<file path="src/rtl/aes_pkg.sv">
// Shared AES constants and types.
// Used by the key expansion and the round blocks, so the block width, the
// round-key counts per key size and the round-index type live in one place.
package aes_pkg;

  localparam int AES_BLOCK_W   = 128;
  localparam int AES128_NUM_RK = 11;
  localparam int AES192_NUM_RK = 13;
  localparam int AES256_NUM_RK = 15;

  // Wide enough to index the largest key schedule (15 round keys).
  localparam int AES_RK_IDX_W  = 4;

  typedef logic [AES_RK_IDX_W-1:0] aes_round_idx_t;

endpackage

</file>
<file path="src/rtl/aes_add_round_key_pipe_if.sv">
// Stream bus for the AddRoundKey stage.
// Carries the input beat (valid/ready, state, round) and the output beat
// (valid/ready, state, round, err) in one bundle.
//   master : upstream producer plus downstream consumer (drives in_* and out_ready)
//   slave  : the AddRoundKey stage (drives in_ready and out_*)
interface aes_add_round_key_pipe_if
  import aes_pkg::*;
#(
  parameter int DATA_W    = AES_BLOCK_W,
  parameter int KEY_IDX_W = AES_RK_IDX_W
);

  logic                 in_valid;
  logic                 in_ready;
  logic [DATA_W-1:0]    in_state;
  logic [KEY_IDX_W-1:0] in_round;

  logic                 out_valid;
  logic                 out_ready;
  logic [DATA_W-1:0]    out_state;
  logic [KEY_IDX_W-1:0] out_round;
  logic                 out_err;

  modport master (
    output in_valid, in_state, in_round, out_ready,
    input  in_ready, out_valid, out_state, out_round, out_err
  );

  modport slave (
    input  in_valid, in_state, in_round, out_ready,
    output in_ready, out_valid, out_state, out_round, out_err
  );

endinterface

</file>
<file path="src/rtl/aes_skid_buffer.sv">
// Two-entry valid/ready register slice.
// The upstream ready is a plain register (no path from i_dn_ready), and a
// beat taken while the main register is stalled parks in the skid register.
//   clk, rst_n  : clock, asynchronous active-low reset (control bits only)
//   i_up_valid  : upstream beat valid
//   o_up_ready  : slice can take a beat (skid register empty)
//   i_up_data   : upstream beat payload
//   o_dn_valid  : main register holds a beat
//   i_dn_ready  : downstream takes the main beat this cycle
//   o_dn_data   : main register payload
module aes_skid_buffer #(
  parameter int W = 8
) (
  input  logic         clk,
  input  logic         rst_n,
  input  logic         i_up_valid,
  output logic         o_up_ready,
  input  logic [W-1:0] i_up_data,
  output logic         o_dn_valid,
  input  logic         i_dn_ready,
  output logic [W-1:0] o_dn_data
);

  logic         r_main_vld;
  logic         r_skid_vld;
  logic [W-1:0] r_main_data;
  logic [W-1:0] r_skid_data;

  logic         w_up_fire;
  logic         w_main_load;

  assign o_up_ready  = ~r_skid_vld;
  assign o_dn_valid  = r_main_vld;
  assign o_dn_data   = r_main_data;

  assign w_up_fire   = i_up_valid & ~r_skid_vld;
  // Main register can be (re)written: it is empty or its beat leaves this edge.
  assign w_main_load = ~r_main_vld | i_dn_ready;

  // A full skid implies a full main register, so when main frees up the skid
  // beat moves first; upstream is not ready in that cycle, so nothing is lost.
  always_ff @(posedge clk or negedge rst_n) begin
    if (!rst_n) begin
      r_main_vld <= 1'b0;
      r_skid_vld <= 1'b0;
    end else if (w_main_load) begin
      if (r_skid_vld) begin
        r_main_vld <= 1'b1;
        r_skid_vld <= 1'b0;
      end else begin
        r_main_vld <= w_up_fire;
      end
    end else if (w_up_fire) begin
      r_skid_vld <= 1'b1;
    end
  end

  // Payload registers carry no reset; they are qualified by the valid bits.
  always_ff @(posedge clk) begin
    if (w_main_load) begin
      if (r_skid_vld) begin
        r_main_data <= r_skid_data;
      end else if (w_up_fire) begin
        r_main_data <= i_up_data;
      end
    end else if (w_up_fire) begin
      r_skid_data <= i_up_data;
    end
  end

endmodule

</file>
<file path="src/rtl/aes_add_round_key_pipe.sv">
// AES AddRoundKey stage with a loadable round-key bank.
// Each accepted beat is XORed with the round key selected by its round index
// and passed through a two-entry skid slice. A missing key or an index past
// the bank leaves the state untouched and flags out_err; the beat still flows.
//   clk, rst_n  : clock, asynchronous active-low reset
//   key_clr     : invalidate all stored keys
//   key_wr_en   : write key_wr_data into bank[key_wr_idx] (ignored if out of range)
//   key_wr_idx  : key bank write index
//   key_wr_data : round key to store
//   bus         : stream bus, slave side (in_* beats in, out_* results out)
module aes_add_round_key_pipe
  import aes_pkg::*;
#(
  parameter int DATA_W    = AES_BLOCK_W,
  parameter int NUM_KEYS  = AES128_NUM_RK,
  parameter int KEY_IDX_W = AES_RK_IDX_W
) (
  input  logic                 clk,
  input  logic                 rst_n,
  input  logic                 key_clr,
  input  logic                 key_wr_en,
  input  logic [KEY_IDX_W-1:0] key_wr_idx,
  input  logic [DATA_W-1:0]    key_wr_data,
  aes_add_round_key_pipe_if.slave bus
);

  localparam int BEAT_W = 1 + KEY_IDX_W + DATA_W;
  localparam logic [KEY_IDX_W:0] NUM_KEYS_L = (KEY_IDX_W + 1)'(NUM_KEYS);

  logic [DATA_W-1:0]    r_key [NUM_KEYS];
  logic [NUM_KEYS-1:0]  r_key_vld;

  logic                 w_wr_ok;
  logic [KEY_IDX_W-1:0] w_wr_sel;
  logic                 w_rd_ok;
  logic [KEY_IDX_W-1:0] w_rd_sel;
  logic                 w_key_hit;
  logic [DATA_W-1:0]    w_result;
  logic [BEAT_W-1:0]    w_beat_in;
  logic [BEAT_W-1:0]    w_beat_out;

  function automatic logic idx_in_range(input logic [KEY_IDX_W-1:0] idx);
    return {1'b0, idx} < NUM_KEYS_L;
  endfunction

  function automatic logic [DATA_W-1:0] add_round_key(
    input logic              hit,
    input logic [DATA_W-1:0] state,
    input logic [DATA_W-1:0] key
  );
    return hit ? (state ^ key) : state;
  endfunction

  // Key bank write port. Indices are forced in range before they reach the
  // array so an ignored write never produces an out-of-bounds select.
  assign w_wr_ok  = key_wr_en & idx_in_range(key_wr_idx);
  assign w_wr_sel = w_wr_ok ? key_wr_idx : '0;

  always_ff @(posedge clk) begin
    if (w_wr_ok) begin
      r_key[w_wr_sel] <= key_wr_data;
    end
  end

  // Clear first, then the write sets its own bit: clear+write leaves exactly
  // the written index valid.
  always_ff @(posedge clk or negedge rst_n) begin
    if (!rst_n) begin
      r_key_vld <= '0;
    end else begin
      if (key_clr) begin
        r_key_vld <= '0;
      end
      if (w_wr_ok) begin
        r_key_vld[w_wr_sel] <= 1'b1;
      end
    end
  end

  // Key select and XOR, from the bank as it stands before the accepting edge,
  // so a same-cycle write to the selected index is not seen by this beat.
  assign w_rd_ok   = idx_in_range(bus.in_round);
  assign w_rd_sel  = w_rd_ok ? bus.in_round : '0;
  assign w_key_hit = w_rd_ok & r_key_vld[w_rd_sel];
  assign w_result  = add_round_key(w_key_hit, bus.in_state, r_key[w_rd_sel]);
  assign w_beat_in = {~w_key_hit, bus.in_round, w_result};

  // Output register slice.
  aes_skid_buffer #(.W(BEAT_W)) u_skid (
    .clk        (clk),
    .rst_n      (rst_n),
    .i_up_valid (bus.in_valid),
    .o_up_ready (bus.in_ready),
    .i_up_data  (w_beat_in),
    .o_dn_valid (bus.out_valid),
    .i_dn_ready (bus.out_ready),
    .o_dn_data  (w_beat_out)
  );

  assign {bus.out_err, bus.out_round, bus.out_state} = w_beat_out;

endmodule

</file>
<file path="src/flat_wrapper.sv">
// flat-port wrapper written by rule: the top's interface ports become plain ports
module aes_add_round_key_pipe_flat import aes_pkg::*;
#(
  parameter int DATA_W    = AES_BLOCK_W,
  parameter int NUM_KEYS  = AES128_NUM_RK,
  parameter int KEY_IDX_W = AES_RK_IDX_W
)
  (clk, rst_n, key_clr, key_wr_en, key_wr_idx, key_wr_data, bus_in_valid, bus_in_state, bus_in_round, bus_out_ready, bus_in_ready, bus_out_valid, bus_out_state, bus_out_round, bus_out_err);
  aes_add_round_key_pipe_if #(.DATA_W(DATA_W), .KEY_IDX_W(KEY_IDX_W)) bus_i ();
  input  logic clk;
  input  logic rst_n;
  input  logic key_clr;
  input  logic key_wr_en;
  input  logic [KEY_IDX_W-1:0] key_wr_idx;
  input  logic [DATA_W-1:0] key_wr_data;
  input wire logic [$bits(bus_i.in_valid)-1:0] bus_in_valid;
  input wire logic [$bits(bus_i.in_state)-1:0] bus_in_state;
  input wire logic [$bits(bus_i.in_round)-1:0] bus_in_round;
  input wire logic [$bits(bus_i.out_ready)-1:0] bus_out_ready;
  output wire logic [$bits(bus_i.in_ready)-1:0] bus_in_ready;
  output wire logic [$bits(bus_i.out_valid)-1:0] bus_out_valid;
  output wire logic [$bits(bus_i.out_state)-1:0] bus_out_state;
  output wire logic [$bits(bus_i.out_round)-1:0] bus_out_round;
  output wire logic [$bits(bus_i.out_err)-1:0] bus_out_err;
  assign bus_i.in_valid = bus_in_valid;
  assign bus_i.in_state = bus_in_state;
  assign bus_i.in_round = bus_in_round;
  assign bus_i.out_ready = bus_out_ready;
  assign bus_in_ready = bus_i.in_ready;
  assign bus_out_valid = bus_i.out_valid;
  assign bus_out_state = bus_i.out_state;
  assign bus_out_round = bus_i.out_round;
  assign bus_out_err = bus_i.out_err;
  aes_add_round_key_pipe #(.DATA_W(DATA_W), .NUM_KEYS(NUM_KEYS), .KEY_IDX_W(KEY_IDX_W)) u_core (.clk(clk), .rst_n(rst_n), .key_clr(key_clr), .key_wr_en(key_wr_en), .key_wr_idx(key_wr_idx), .key_wr_data(key_wr_data), .bus(bus_i));
endmodule
</file>
<file path="config.mk">
export PLATFORM = sky130hd
export DESIGN_NAME = aes_add_round_key_pipe_flat
export DESIGN_NICKNAME = d
export VERILOG_FILES = /design/src/rtl/aes_pkg.sv /design/src/rtl/aes_add_round_key_pipe_if.sv /design/src/rtl/aes_skid_buffer.sv /design/src/rtl/aes_add_round_key_pipe.sv /design/src/flat_wrapper.sv
export SDC_FILE = /design/constraint.sdc
export NUM_CORES = 2
export LEC_CHECK = 0
export ABC_AREA = 0
export BUFFER_PORTS_ARGS = -buffer_cell sky130_fd_sc_hd__buf_4
export CAP_MARGIN = 40
export CELL_PAD_IN_SITES_DETAIL_PLACEMENT = 0
export CELL_PAD_IN_SITES_GLOBAL_PLACEMENT = 1
export CORE_ASPECT_RATIO = 1.4
export CORE_MARGIN = 2
export CORE_UTILIZATION = 35
export CTS_CLUSTER_DIAMETER = 150
export DETAILED_ROUTE_END_ITERATION = 10
export PLACE_DENSITY = 0.6
export SYNTH_ARGS = -nofsm -noshare
export SYNTH_HDL_FRONTEND = slang
export SYNTH_SLANG_ARGS = --single-unit
</file>
<file path="constraint.sdc">
create_clock -name clk -period 29.3 [get_ports clk]
set_input_delay 2.93 -clock clk [delete_from_list [all_inputs] [get_ports clk]]
set_output_delay 2.93 -clock clk [all_outputs]
set_load 0.01 [all_outputs]
</file>
==> results.rst <==
.. list-table::
   :header-rows: 1

   * - Metric
     - Value
   * - Initial Utilization
     - 0.352
   * - Overall overflow remaining after global route
     - 0
   * - Via/cell ratio
     - around 5.7
   * - Hold_buf cts
     - 0
   * - Mean Syn Cell Area
     - 17.2 sq um
   * - Placeable core region
     - roughly 190000 sq um
   * - Number of endpoints failing setup at the final stage
     - 0
   * - Synth warnings
     - 0
   * - Crit path from
     - bus_in_round[2]
   * - Chain of cells forming the critical path
     - buf_8 > buf_4 > a21o_4 > buf_4 > o2111ai_1 > a2111oi_2 > xor2_1 > mux2_2
   * - Area of the die
     - 194000 sq um
   * - Drt drc
     - 0
   * - Synth Net Count
     - 4156
   * - Count of routing violations after the opening detailed-route iteration
     - 3233
   * - Data required, critical path
     - 29.84 ns
   * - Total Negative Setup Slacks
     - 0 ns
   * - Count of state elements after synthesis
     - approximately 1700
   * - Post-route cell area
     - 78100 sq um
   * - Timing-limited maximum frequency
     - 0.145 GHz
   * - Weighted congestion reported at the end of routability-driven placement
     - 0.726
   * - Peak VDD IR
     - 0.0439 mV
   * - Worst skew pair latency
     - 0.82 ns
   * - Busiest metal layer after global routing
     - met2
   * - Cell area after synthesis
     - ~67000 sq um
   * - Number of setup buffers added after CTS
     - 0
   * - Number of global-route vias before repair
     - 39800
   * - Fraction of registers with async set or reset after synthesis
     - 0.00771
   * - Post-synth top area share
     - 0.754
   * - Number of enable-type register cells in the synthesized netlist
     - 1674
   * - Cell chosen for the clock root
     - clkbuf_16
   * - Crit Path Category
     - input port to flip-flop
   * - Period Utilization, post-route
     - 0.235
   * - Total buffers and inverters traversed by the critical path
     - 3
   * - Bufs on Longest Clock Path
     - 4
   * - CTS-repair resized insts
     - 0
   * - Clock transition at the registers of the reported paths
     - around 0.060 ns
   * - Setup slack of the most critical reg-to-reg path
     - ~25 ns
   * - Result of the run
     - complete, no violations
   * - Transition time at the pin with the least slew margin
     - 1.10 ns
   * - All-Layer GR Usage
     - 0.205
   * - Most used cell, CP
     - buf_4
   * - Total power density per cell area
     - approximately 70 nW/um^2
   * - Maximum number of pins on one net before global-route repair
     - 178
   * - Hold Path Class
     - flip-flop to flip-flop
   * - Yosys cell types
     - 43
   * - Period minus WS final
     - 6.88 ns
   * - Share of the yosys chip area belonging to registers
     - 0.758
   * - Remaining antenna violation count after routing
     - 0
   * - Start point of the worst hold path
     - u_core.r_key_vld[1]
   * - Drt pass-1 iters
     - 5
   * - Buffers on Ports
     - 404
   * - First-pass GRT wire length
     - 291 mm
   * - Standby leakage power
     - 24.4 nW
   * - Arrival @ worst endpoint
     - 7.42 ns
   * - Total length of routed wires
     - a little over 200 mm
   * - Share of cells above drive strength 1
     - 0.233
   * - CTS HTree Levels
     - 4
   * - Critical Path Slowest Stage Cell
     - buf_4
   * - Nature of the critical path endpoint
     - flip-flop
   * - Area leader, netlist
     - edfxtp_1
   * - Final Skew
     - 0.0496 ns
   * - Max capacitance violation total
     - 0
   * - Area after DPL
     - 72700 sq um
   * - Dominant synthesized flop cell
     - edfxtp_1
   * - Clock buffer count from CTS
     - 176
   * - Post-detailed-placement half-perimeter wirelength
     - between 100 and 150 mm
   * - Clk sinks
     - 1687
   * - Clock tree from TritonCTS
     - built
   * - Global routing met1 resource utilization
     - 0.268
   * - Reg2reg start
     - u_core.r_key_vld[10]
   * - X dimension of the die
     - about 370 um
   * - Cells taking the most area after synthesis
     - edfxtp_1, a2111oi_2, mux2_2
   * - Total via count after detailed routing
     - 38800
   * - Final-stage net count
     - 4504
   * - Critical Path Source Type
     - input port
   * - Global-route met2 utilization
     - 0.344
   * - Maximum fanout encountered on the critical timing path
     - 77
   * - Overall die height
     - 521 um
   * - Number of standard-cell rows in the floorplan
     - 189
   * - Total I/O pin count
     - 405
   * - GR Layer Usage met3
     - 0.0437
   * - Setup repair after global routing missed its margin
     - false
   * - CP delay by family, top
     - buffers and inverters
   * - Fin. Hold Viols
     - 0
   * - Synthesized instance count
     - 3886
   * - Growth of design area from synthesis to finish
     - 17.1%
   * - Delay of the slowest cell on the worst path
     - ~0.83 ns
   * - Antenna violations before repair
     - 30
   * - Filler cell count
     - 17100
   * - Max transition margin
     - 0.264
   * - Wirelength per Cell
     - roughly 30 um
   * - Max-slew violation count
     - 0
## worst register-to-register path: cells and delay by family, from the launching register on
kind / cells / cell delay, ns
buffers and inverters: 3 / 1.59
AO/OA/AOI/OAI: 2 / 0.97
multiplexers: 2 / 0.51
flip-flops: 1 / 0.38
XOR/XNOR: 1 / 0.20
AND/OR/NAND/NOR: 1 / 0.13
## cell type report
| type | instances | area, sq um | share of cell area |
|---|---|---|---|
| Sequential cell | 1687 | 50600 | 0.648 |
| Antenna cell | 4 | 10.0 | 0.000128 |
| Timing Repair Buffer | 499 | 4230 | 0.0542 |
| Inverter | 6 | 32.5 | 0.000416 |
| Clock buffer | 217 | 4670 | 0.0598 |
| Multi-Input combinational cell | 1864 | 14700 | 0.189 |
| Tap cell | 2483 | 3110 | 0.0398 |
| Clock inverter | 83 | 717 | 0.00918 |
## per-layer routing
layer  vias to the layer above  share of wire
met5                         -         0.0013
met4                        42          0.026
met3                       332          0.068
met2                      1278           0.49
met1                     20500           0.42
li1                      16700              -
## power breakdown
part	total (W)	switching [W]	internal, W
registers	0.00277	0.0000245	0.00274
logic	0.000455	0.000294	0.000161
clock network	0.00216	0.000926	0.00123
## sequential cells by signal, summed over array words and instances (netlist names)
register,flops
u_core.r_key,1408
u_core.r_key_vld,11
u_core.u_skid.o_dn_data,133
u_core.u_skid.o_dn_valid,1
u_core.u_skid.r_skid_data,133
u_core.u_skid.r_skid_vld,1
## worst paths after layout
| kind | endpoint | cells past startpoint |
|---|---|---|
| min in group asynchronous | u_core.u_skid.r_skid_vld | 1 |
| max in group asynchronous | u_core.r_key_vld[1] | 1 |
| hold reg to reg | u_core.r_key_vld[1] | 1 |
| setup reg to reg | u_core.u_skid.o_dn_data[58] | 9 |
| hold / removal | u_core.r_key_vld[1] | 1 |
| setup / recovery | u_core.u_skid.o_dn_data[120] | 8 |
## synthesized netlist by cell type, types with 2 or more instances
| master | number |
|---|---|
| dfrtp_1 | 13 |
| nor2b_1 | 3 |
| edfxtp_1 | 1674 |
| a21oi_1 | 257 |
| o21ai_0 | 254 |
| buf_1 | 25 |
| xor2_1 | 128 |
| o32a_1 | 128 |
| a2111oi_2 | 128 |
| mux2_2 | 133 |
| nand3b_1 | 3 |
| nand2_1 | 4 |
| o21a_1 | 129 |
| buf_6 | 14 |
| nor2_1 | 139 |
| nand2b_1 | 8 |
| mux2i_1 | 2 |
| a21o_1 | 11 |
| o221ai_1 | 128 |
| clkbuf_1 | 155 |
| o22a_1 | 128 |
| nor3b_1 | 129 |
| o2111ai_1 | 128 |
| or2_2 | 3 |
| inv_1 | 5 |
| o22ai_1 | 2 |
| o21ai_1 | 4 |
| nor3_1 | 4 |
| buf_4 | 4 |
| buf_2 | 130 |
## through the flow
stage / total power, W / util / setup WS, ns / hold slack, ns / instances
after CTS: 0.00543 / 0.412 / 22.54 / 0.478 / 6839
final: 0.00538 / 0.412 / 22.42 / 0.477 / 6843
after detailed placement: 0.00328 / 0.384 / 21.69 / 0.464 / 6539
after global routing: 0.00555 / 0.412 / 22.37 / 0.495 / 6840
after floorplan: 0.00306 / - / 15.72 / 0.441 / 3886
after global placement: 0.00326 / 0.381 / 21.69 / 0.454 / 6519
## cell usage in the layout, fill, tap and decap left out, drive strengths merged, types with 2 or more instances in the layout
| master | Yosys | layout |
|---|---|---|
| nand2 | 4 | 4 |
| clkbuf | 156 | 217 |
| edfxtp | 1674 | 1674 |
| a21o | 11 | 11 |
| o2111ai | 128 | 128 |
| xor2 | 128 | 128 |
| diode | 0 | 4 |
| nand3b | 3 | 3 |
| mux2i | 2 | 2 |
| inv | 5 | 9 |
| o21ai | 258 | 258 |
| a21oi | 257 | 257 |
| dfrtp | 13 | 13 |
| mux2 | 133 | 133 |
| clkinvlp | 0 | 4 |
| o32a | 128 | 128 |
| buf | 173 | 499 |
| nor3 | 4 | 4 |
| nor2b | 3 | 3 |
| clkinv | 1 | 64 |
| nor3b | 129 | 129 |
| a2111oi | 128 | 128 |
| o21a | 129 | 129 |
| bufinv | 0 | 12 |
| o22ai | 2 | 2 |
| nor2 | 139 | 139 |
| o221ai | 128 | 128 |
| nand2b | 8 | 8 |
| o22a | 128 | 128 |
| or2 | 3 | 3 |
## kinds of logic after synthesis
family | share of synthesized area
flip-flops | 0.758
AO/OA/AOI/OAI | 0.154
buffers and inverters | 0.0231
AND/OR/NAND/NOR | 0.0249
multiplexers | 0.0228
XOR/XNOR | 0.0168
Note: power is estimated with default switching activity, not from simulation.
